**config.mk**
```make
export PLATFORM = sky130hd
export DESIGN_NAME = sram_arbiter
export DESIGN_NICKNAME = d
export VERILOG_FILES = /design/src/rtl/beeb_mem_pkg.sv /design/src/rtl/sram_arbiter.sv
export SDC_FILE = /design/constraint.sdc
export NUM_CORES = 1
export LEC_CHECK = 0
export BUFFER_PORTS_ARGS = -buffer_cell sky130_fd_sc_hd__buf_2
export CAP_MARGIN = 5
export CORE_ASPECT_RATIO = 1.4
export CORE_MARGIN = 2
export CORE_UTILIZATION = 52
export DETAILED_ROUTE_END_ITERATION = 16
export MAX_ROUTING_LAYER = met4
export PLACE_DENSITY = 0.94
export SETUP_SLACK_MARGIN = 0.1
export SLEW_MARGIN = 25
export SYNTH_ARGS = -nofsm -noshare
export SYNTH_HDL_FRONTEND = slang
export SYNTH_SLANG_ARGS = --single-unit
export TNS_END_PERCENT = 1
```
**constraint.sdc**
```tcl
create_clock -name clk -period 3.6 [get_ports clk]
set_input_delay 0.36 -clock clk [delete_from_list [all_inputs] [get_ports clk]]
set_output_delay 0.36 -clock clk [all_outputs]
set_load 0.1 [all_outputs]
```
**src/rtl/beeb_mem_pkg.sv**
```systemverilog
// Shared SRAM timing constants and arbiter state encoding
// for the BBC external memory subsystem.
package beeb_mem_pkg;

  localparam int SRAM_ADDR_W    = 18;
  localparam int SRAM_DATA_W    = 8;
  localparam int ACC_CYCLES_DEF = 3;

  typedef enum logic [1:0] {
    IDLE,
    SETUP,
    ACTIVE,
    HOLD
  } state_t;

endpackage

```
**src/rtl/sram_arbiter.sv**
```systemverilog
// Two-port arbiter for the 256K x 8 async SRAM: A has priority,
// B is protected from starvation by a bounded grant counter.
module sram_arbiter
  import beeb_mem_pkg::*;
#(
  parameter int ACC_CYCLES     = ACC_CYCLES_DEF,
  parameter int B_STARVE_LIMIT = 4,
  parameter int ADDR_W         = SRAM_ADDR_W
) (
  input  logic                   clk,
  input  logic                   reset_n,
  input  logic                   a_req,
  input  logic                   a_we,
  input  logic [ADDR_W-1:0]      a_addr,
  input  logic [SRAM_DATA_W-1:0] a_wdata,
  output logic                   a_ack,
  output logic [SRAM_DATA_W-1:0] a_rdata,
  input  logic                   b_req,
  input  logic                   b_we,
  input  logic [ADDR_W-1:0]      b_addr,
  input  logic [SRAM_DATA_W-1:0] b_wdata,
  output logic                   b_ack,
  output logic [SRAM_DATA_W-1:0] b_rdata,
  output logic                   sram_cs_b,
  output logic                   sram_oe_b,
  output logic                   sram_we_b,
  output logic [ADDR_W-1:0]      sram_a,
  output logic [SRAM_DATA_W-1:0] sram_dout,
  output logic                   sram_dout_en,
  input  logic [SRAM_DATA_W-1:0] sram_din,
  output logic                   grant_b,
  output logic                   busy
);

  localparam logic [3:0] LIMIT    = 4'(B_STARVE_LIMIT);
  localparam logic [3:0] ACC_LAST = 4'(ACC_CYCLES - 1);

  state_t state, state_d;
  logic [3:0] acnt, acnt_d;
  logic [3:0] starve, starve_d;
  logic we_q, we_d;
  logic gb_d;
  logic [ADDR_W-1:0] addr_d;
  logic [SRAM_DATA_W-1:0] dout_d;
  logic pick_a, pick_b;
  logic cap;

  always_comb begin
    pick_b   = b_req && (starve == LIMIT || !a_req);
    pick_a   = a_req && !pick_b;
    state_d  = state;
    acnt_d   = acnt;
    starve_d = starve;
    we_d     = we_q;
    gb_d     = grant_b;
    addr_d   = sram_a;
    dout_d   = sram_dout;
    cap      = 1'b0;
    unique case (state)
      IDLE: begin
        unique case (1'b1)
          pick_a: begin
            state_d = SETUP;
            we_d    = a_we;
            addr_d  = a_addr;
            dout_d  = a_wdata;
            gb_d    = 1'b0;
            if (!b_req)
              starve_d = '0;
            else if (starve != LIMIT)
              starve_d = starve + 4'd1;
          end
          pick_b: begin
            state_d  = SETUP;
            we_d     = b_we;
            addr_d   = b_addr;
            dout_d   = b_wdata;
            gb_d     = 1'b1;
            starve_d = '0;
          end
          default: ;
        endcase
      end
      SETUP: begin
        state_d = ACTIVE;
        acnt_d  = ACC_LAST;
      end
      ACTIVE: begin
        if (acnt == '0) begin
          state_d = HOLD;
          cap     = !we_q;
        end else begin
          acnt_d = acnt - 4'd1;
        end
      end
      HOLD: state_d = IDLE;
      default: state_d = IDLE;
    endcase
  end

  // Pin values are decoded from the next state so every pin is a flop.
  always_ff @(posedge clk or negedge reset_n) begin
    if (!reset_n) begin
      state        <= IDLE;
      acnt         <= '0;
      starve       <= '0;
      we_q         <= 1'b0;
      grant_b      <= 1'b0;
      sram_a       <= '0;
      sram_dout    <= '0;
      sram_cs_b    <= 1'b1;
      sram_oe_b    <= 1'b1;
      sram_we_b    <= 1'b1;
      sram_dout_en <= 1'b0;
      a_ack        <= 1'b0;
      b_ack        <= 1'b0;
      a_rdata      <= '0;
      b_rdata      <= '0;
      busy         <= 1'b0;
    end else begin
      state        <= state_d;
      acnt         <= acnt_d;
      starve       <= starve_d;
      we_q         <= we_d;
      grant_b      <= gb_d;
      sram_a       <= addr_d;
      sram_dout    <= dout_d;
      sram_cs_b    <= state_d == IDLE;
      sram_oe_b    <= !(!we_d && (state_d == SETUP ||
                                  state_d == ACTIVE));
      sram_we_b    <= !(we_d && state_d == ACTIVE);
      sram_dout_en <= we_d && state_d != IDLE;
      a_ack        <= state_d == HOLD && !gb_d;
      b_ack        <= state_d == HOLD && gb_d;
      busy         <= state_d != IDLE;
      if (cap && !grant_b)
        a_rdata <= sram_din;
      if (cap && grant_b)
        b_rdata <= sram_din;
    end
  end

endmodule
```
# After elaboration in Yosys (flattened, before gate mapping)
# Index checks and enable logic that the tools add are counted.
dict set report totals {
  regBits 61
  out_inout_bits 50
  word_cells 73
}
dict set report op_classes {
  addsub 2
  eq_ne 10
  mux 16
  n_reduce_logical 29
}
# op count
set op_table {}
lappend op_table {{one-hot mux 18 bit (2 select lines)} 1}
lappend op_table {{one-hot mux 4 bit (2 select lines)} 2}
lappend op_table {{one-hot mux 8 bit (2 select lines)} 1}
lappend op_table {{2-to-1 mux 4 bit} 3}
lappend op_table {{logical AND 1 bit} 9}
lappend op_table {{== test 2 bit (second input constant)} 4}
lappend op_table {{zero test 1 bit} 8}
lappend op_table {{one-hot mux 2 bit (4 select lines)} 1}
lappend op_table {{nonzero test 2 bit} 3}
lappend op_table {{adder 4 x 1 -> 4 bit (second input constant)} 1}
lappend op_table {{== test 2 x 1 -> 1 bit (second input constant)} 2}
lappend op_table {{== test 4 x 3 -> 1 bit (second input constant)} 1}
lappend op_table {{zero test 2 bit} 2}
lappend op_table {{zero test 4 bit} 1}
lappend op_table {{2-to-1 mux 1 bit} 4}
lappend op_table {{2-to-1 mux 2 bit} 2}
lappend op_table {{inequality test 4 x 3 -> 1 bit (second input constant)} 1}
lappend op_table {{one-hot mux 1 bit (2 select lines)} 2}
lappend op_table {{AND reduction 2 bit} 2}
lappend op_table {{subtractor 4 x 1 -> 4 bit (second input constant)} 1}
lappend op_table {{inequality test 3 x 2 -> 1 bit (second input constant)} 1}
lappend op_table {{AND reduction 3 bit} 1}
lappend op_table {{logical OR 1 bit} 2}
lappend op_table {{inequality test 2 bit (second input constant)} 1}
lappend op_table {{OR reduction 2 bit} 1}

# Logic depth before layout (Yosys ltp)
dict set report logic_depth {
  word_depth 12
  ltp_mapped 8
  depth_no_buf 8
}

# Worst setup path after synthesis
# No wires, ideal clock.
dict set report synth_timing {
  path_type {register to register}
  startpoint {register grant_b}
  endpoint {register b_rdata[0]}
  arrival_ns 1.846
  slack_ns 1.628
  path_stages_with_launch 3
  cell_sequence {dfrtp_1 > nand4b_1 > mux2_2}
}
dict set report synth_via {
  elab_chain_len 1
}
# item line
set synth_rtl {}
lappend synth_rtl {{start, declared} sram_arbiter.sv:31} ;# output logic grant_b,
lappend synth_rtl {{start signal, assigned} sram_arbiter.sv:125} ;# grant_b <= gb_d;
lappend synth_rtl {{logical AND 1 bit} sram_arbiter.sv:138} ;# if (cap && grant_b)
lappend synth_rtl {{end signal, assigned} sram_arbiter.sv:139} ;# b_rdata <= sram_din;
lappend synth_rtl {{end, declared} sram_arbiter.sv:23} ;# output logic [SRAM_DATA_W-1:0] b_rdata,
# No other way between the ends.
# A chain may end at the register's enable or synchronous reset.

# Final worst setup path
dict set report layout_timing {
  startpoint {register state[0]}
  endpoint {register sram_a[13]}
}
dict set report layout_via {
  elab_chain_len 2
}
# item line
set layout_rtl {}
lappend layout_rtl {{start, declared} sram_arbiter.sv:38} ;# state_t state, state_d;
lappend layout_rtl {{start signal, assigned} sram_arbiter.sv:121} ;# state <= state_d;
lappend layout_rtl {{zero test 2 bit} sram_arbiter.sv:59} ;# unique case (state)
lappend layout_rtl {{AND reduction 2 bit (no source line)} n/a}
lappend layout_rtl {{end signal, assigned} sram_arbiter.sv:126} ;# sram_a <= addr_d;
lappend layout_rtl {{end, declared} sram_arbiter.sv:27} ;# output logic [ADDR_W-1:0] sram_a,
# No other way between the ends.

==> flow_metrics.tcl <==
set metrics [dict create \
    critPathKind "reg2reg" \
    ctsHtreeMaxLevel 3 \
    wirelength_um 6980 \
    cp-end-kind "flop" \
    worst_setup_path_start_kind "flop" \
    via_count 2569 \
    reg2reg_depth 7 \
    cts_resized 0 \
    r2r-end "sram_a[13]" \
    yosysSeqAreaShare_pct 53.2 \
    dp_hpwl_um 5030 \
    cts_tree "built" \
    crit_required_ps 3860 \
    clk_latency_ps 350 \
    r2r_slack_ps 1360 \
    setup_tns_ps 0 \
    fin_crit_ps 2240 \
    via_per_inst 5.58 \
    ys_types 34 \
    crit_start "state[0]" \
    dieArea_um2 6160 \
    worst_pin_slew_ps 827 \
    core_area_um2 5450 \
    postSynthCellCount 276 \
    synth.most_common_cell "dfrtp_1" \
    synth_top_cells_by_count "dfrtp_1, nand2_1, o211ai_1, nand4_1, clkbuf_1" \
    start_util_pct 52.9 \
    clock_sinks 61 \
    max_freq_mhz 447 \
    grt_max_degree 40 \
    yosys_most_used_dff "dfrtp_1" \
    gp_congestion 0.864 \
    synthTopCellsByArea "dfrtp_1, o211ai_1, nand2_1" \
    synth-seq-cells 61 \
    yosysWarnings 0 \
    synth_area_um2 2880 \
    grt_pass1_wl_um 11100 \
    rows 32 \
    antenna_found_initial 0 \
    syn_to_final_growth_pct 28.3 \
    finalHoldViolCount 0 \
    regToRegStartpoint "state[0]" \
    status "completed" \
    globalRouteOverflowTotal 0 \
    avgSynthCellArea_um2 10.4 \
    firstDrtPassIters 5 \
    die_x_um 66.9 \
    slew_violations 0 \
    drc 0 \
    numPortBuffers 115 \
    synth_top_area_share_pct 50.4 \
    setup_viol 0 \
    arrival_ps 2500 \
    first_iter_violations 177 \
    worst-path-max-fanout 31 \
    skew_ps 4.13 \
    grt_pass1_vias 2433 \
    antenna_cells 0 \
    maxSlewHeadroom_pct 44.9 \
    synth-async-reset-ratio_pct 100 \
    clockRootBuffer "clkbuf_8" \
    cts-hold-fix-buffers 0 \
    wl_per_cell_um 15.2 \
    fin_nets 464 \
    clk_pin_slew_ps 60 \
    drv_cap 0 \
    crit_path_end "sram_a[13]" \
    io-pin-count 116 \
    track_usage_pct 24.7 \
    ant_nets 0 \
    cts_buffer_depth 2 \
    synth_edf_count 0 \
    period_share_pct 62.2 \
    drive_gt1_share_pct 40.3 \
    numCtsBuffers 9 \
    hold_path_class "in2async" \
    synth_area_leader_cell "dfrtp_1" \
    rsz0062_at_grt "false" \
    syn_nets 353 \
    dieHeight_um 92.0 \
    post_cts_buffers 0 \
]
==> kinds of logic after synthesis <==
group,share of synthesized area (%)
multiplexers,6.61
buffers and inverters,3.91
flip-flops,53.2
AND/OR/NAND/NOR,18.6
adder cells (fa/ha/maj),4.78
AO/OA/AOI/OAI,13.0
==> cells in the final DEF, fill, tap and decap left out, drive strengths merged, types with 2 or more instances in the layout <==
| cell type | synthesis | final |
|---|---|---|
| buf | 3 | 120 |
| ha | 11 | 11 |
| mux2 | 16 | 16 |
| nor2 | 6 | 6 |
| a31oi | 2 | 2 |
| nor3 | 2 | 2 |
| o21a | 3 | 3 |
| nor4b | 2 | 2 |
| dfrtp | 58 | 58 |
| o21ai | 8 | 8 |
| nand3 | 5 | 5 |
| inv | 9 | 9 |
| dfstp | 3 | 3 |
| a31o | 2 | 2 |
| a32o | 2 | 2 |
| o31ai | 2 | 2 |
| nand4b | 2 | 2 |
| nand2 | 56 | 56 |
| nand4 | 27 | 27 |
| clkbuf | 17 | 15 |
| o211ai | 29 | 29 |
==> final cells by class <==
class | count | area, µm²
clock buffers | 15 | 176
repair buffers | 120 | 613
fillers | 436 | 1750
clock inverters | 1 | 5.00
multi-input cells | 186 | 1250
well taps | 68 | 85.1
inverters | 9 | 33.8
flip-flops and latches | 61 | 1530
==> metal layers <==
layer  track usage (%)  wire (µm)  vias to the layer above
met5                 -          0                        -
met4              12.2        257                        0
met3              7.73        459                       24
met2              39.9       3680                      116
met1              27.2       2580                     1207
li1                  -          -                     1222
==> worst min-delay path by stage <==
stage	startpoint	end	slack [ps]
after floorplan	reset_n	a_ack	60
after global placement	sram_a[7]	sram_a[7]	480
after detailed placement	sram_dout[6]	sram_dout[6]	480
after CTS	reset_n	state[1]	140
after global routing	reset_n	sram_a[8]	170
final	reset_n	sram_a[10]	110
==> registers in the layout, indices dropped and copies added (netlist names), 2 cells and up <==
signal	cells
state	2
acnt	4
starve	4
a_rdata	8
sram_dout	8
sram_a	18
b_rdata	8
==> metrics by stage <==
step	cells	area [µm²]	worst slack [ps]	hold slack [ps]	util, %
final	460	3690	1360	106	67.9
after global routing	460	3690	1170	173	67.9
after CTS	460	3690	1350	136	67.7
after detailed placement	444	3510	1340	480	64.4
after global placement	444	3510	1430	477	64.4
after floorplan	276	2880	1630	64.4	-
==> critical path, stage by stage, from the launching register on <==
cell and delay, ps:
dfrtp_1 420, inv_1 120, ha_1 160, buf_4 300
o21a_1 550, buf_4 330, nand2_1 90, o211ai_1 160
Power is not shown: default switching activity piles up to over one toggle a cycle in this logic, so the estimate is an artifact.
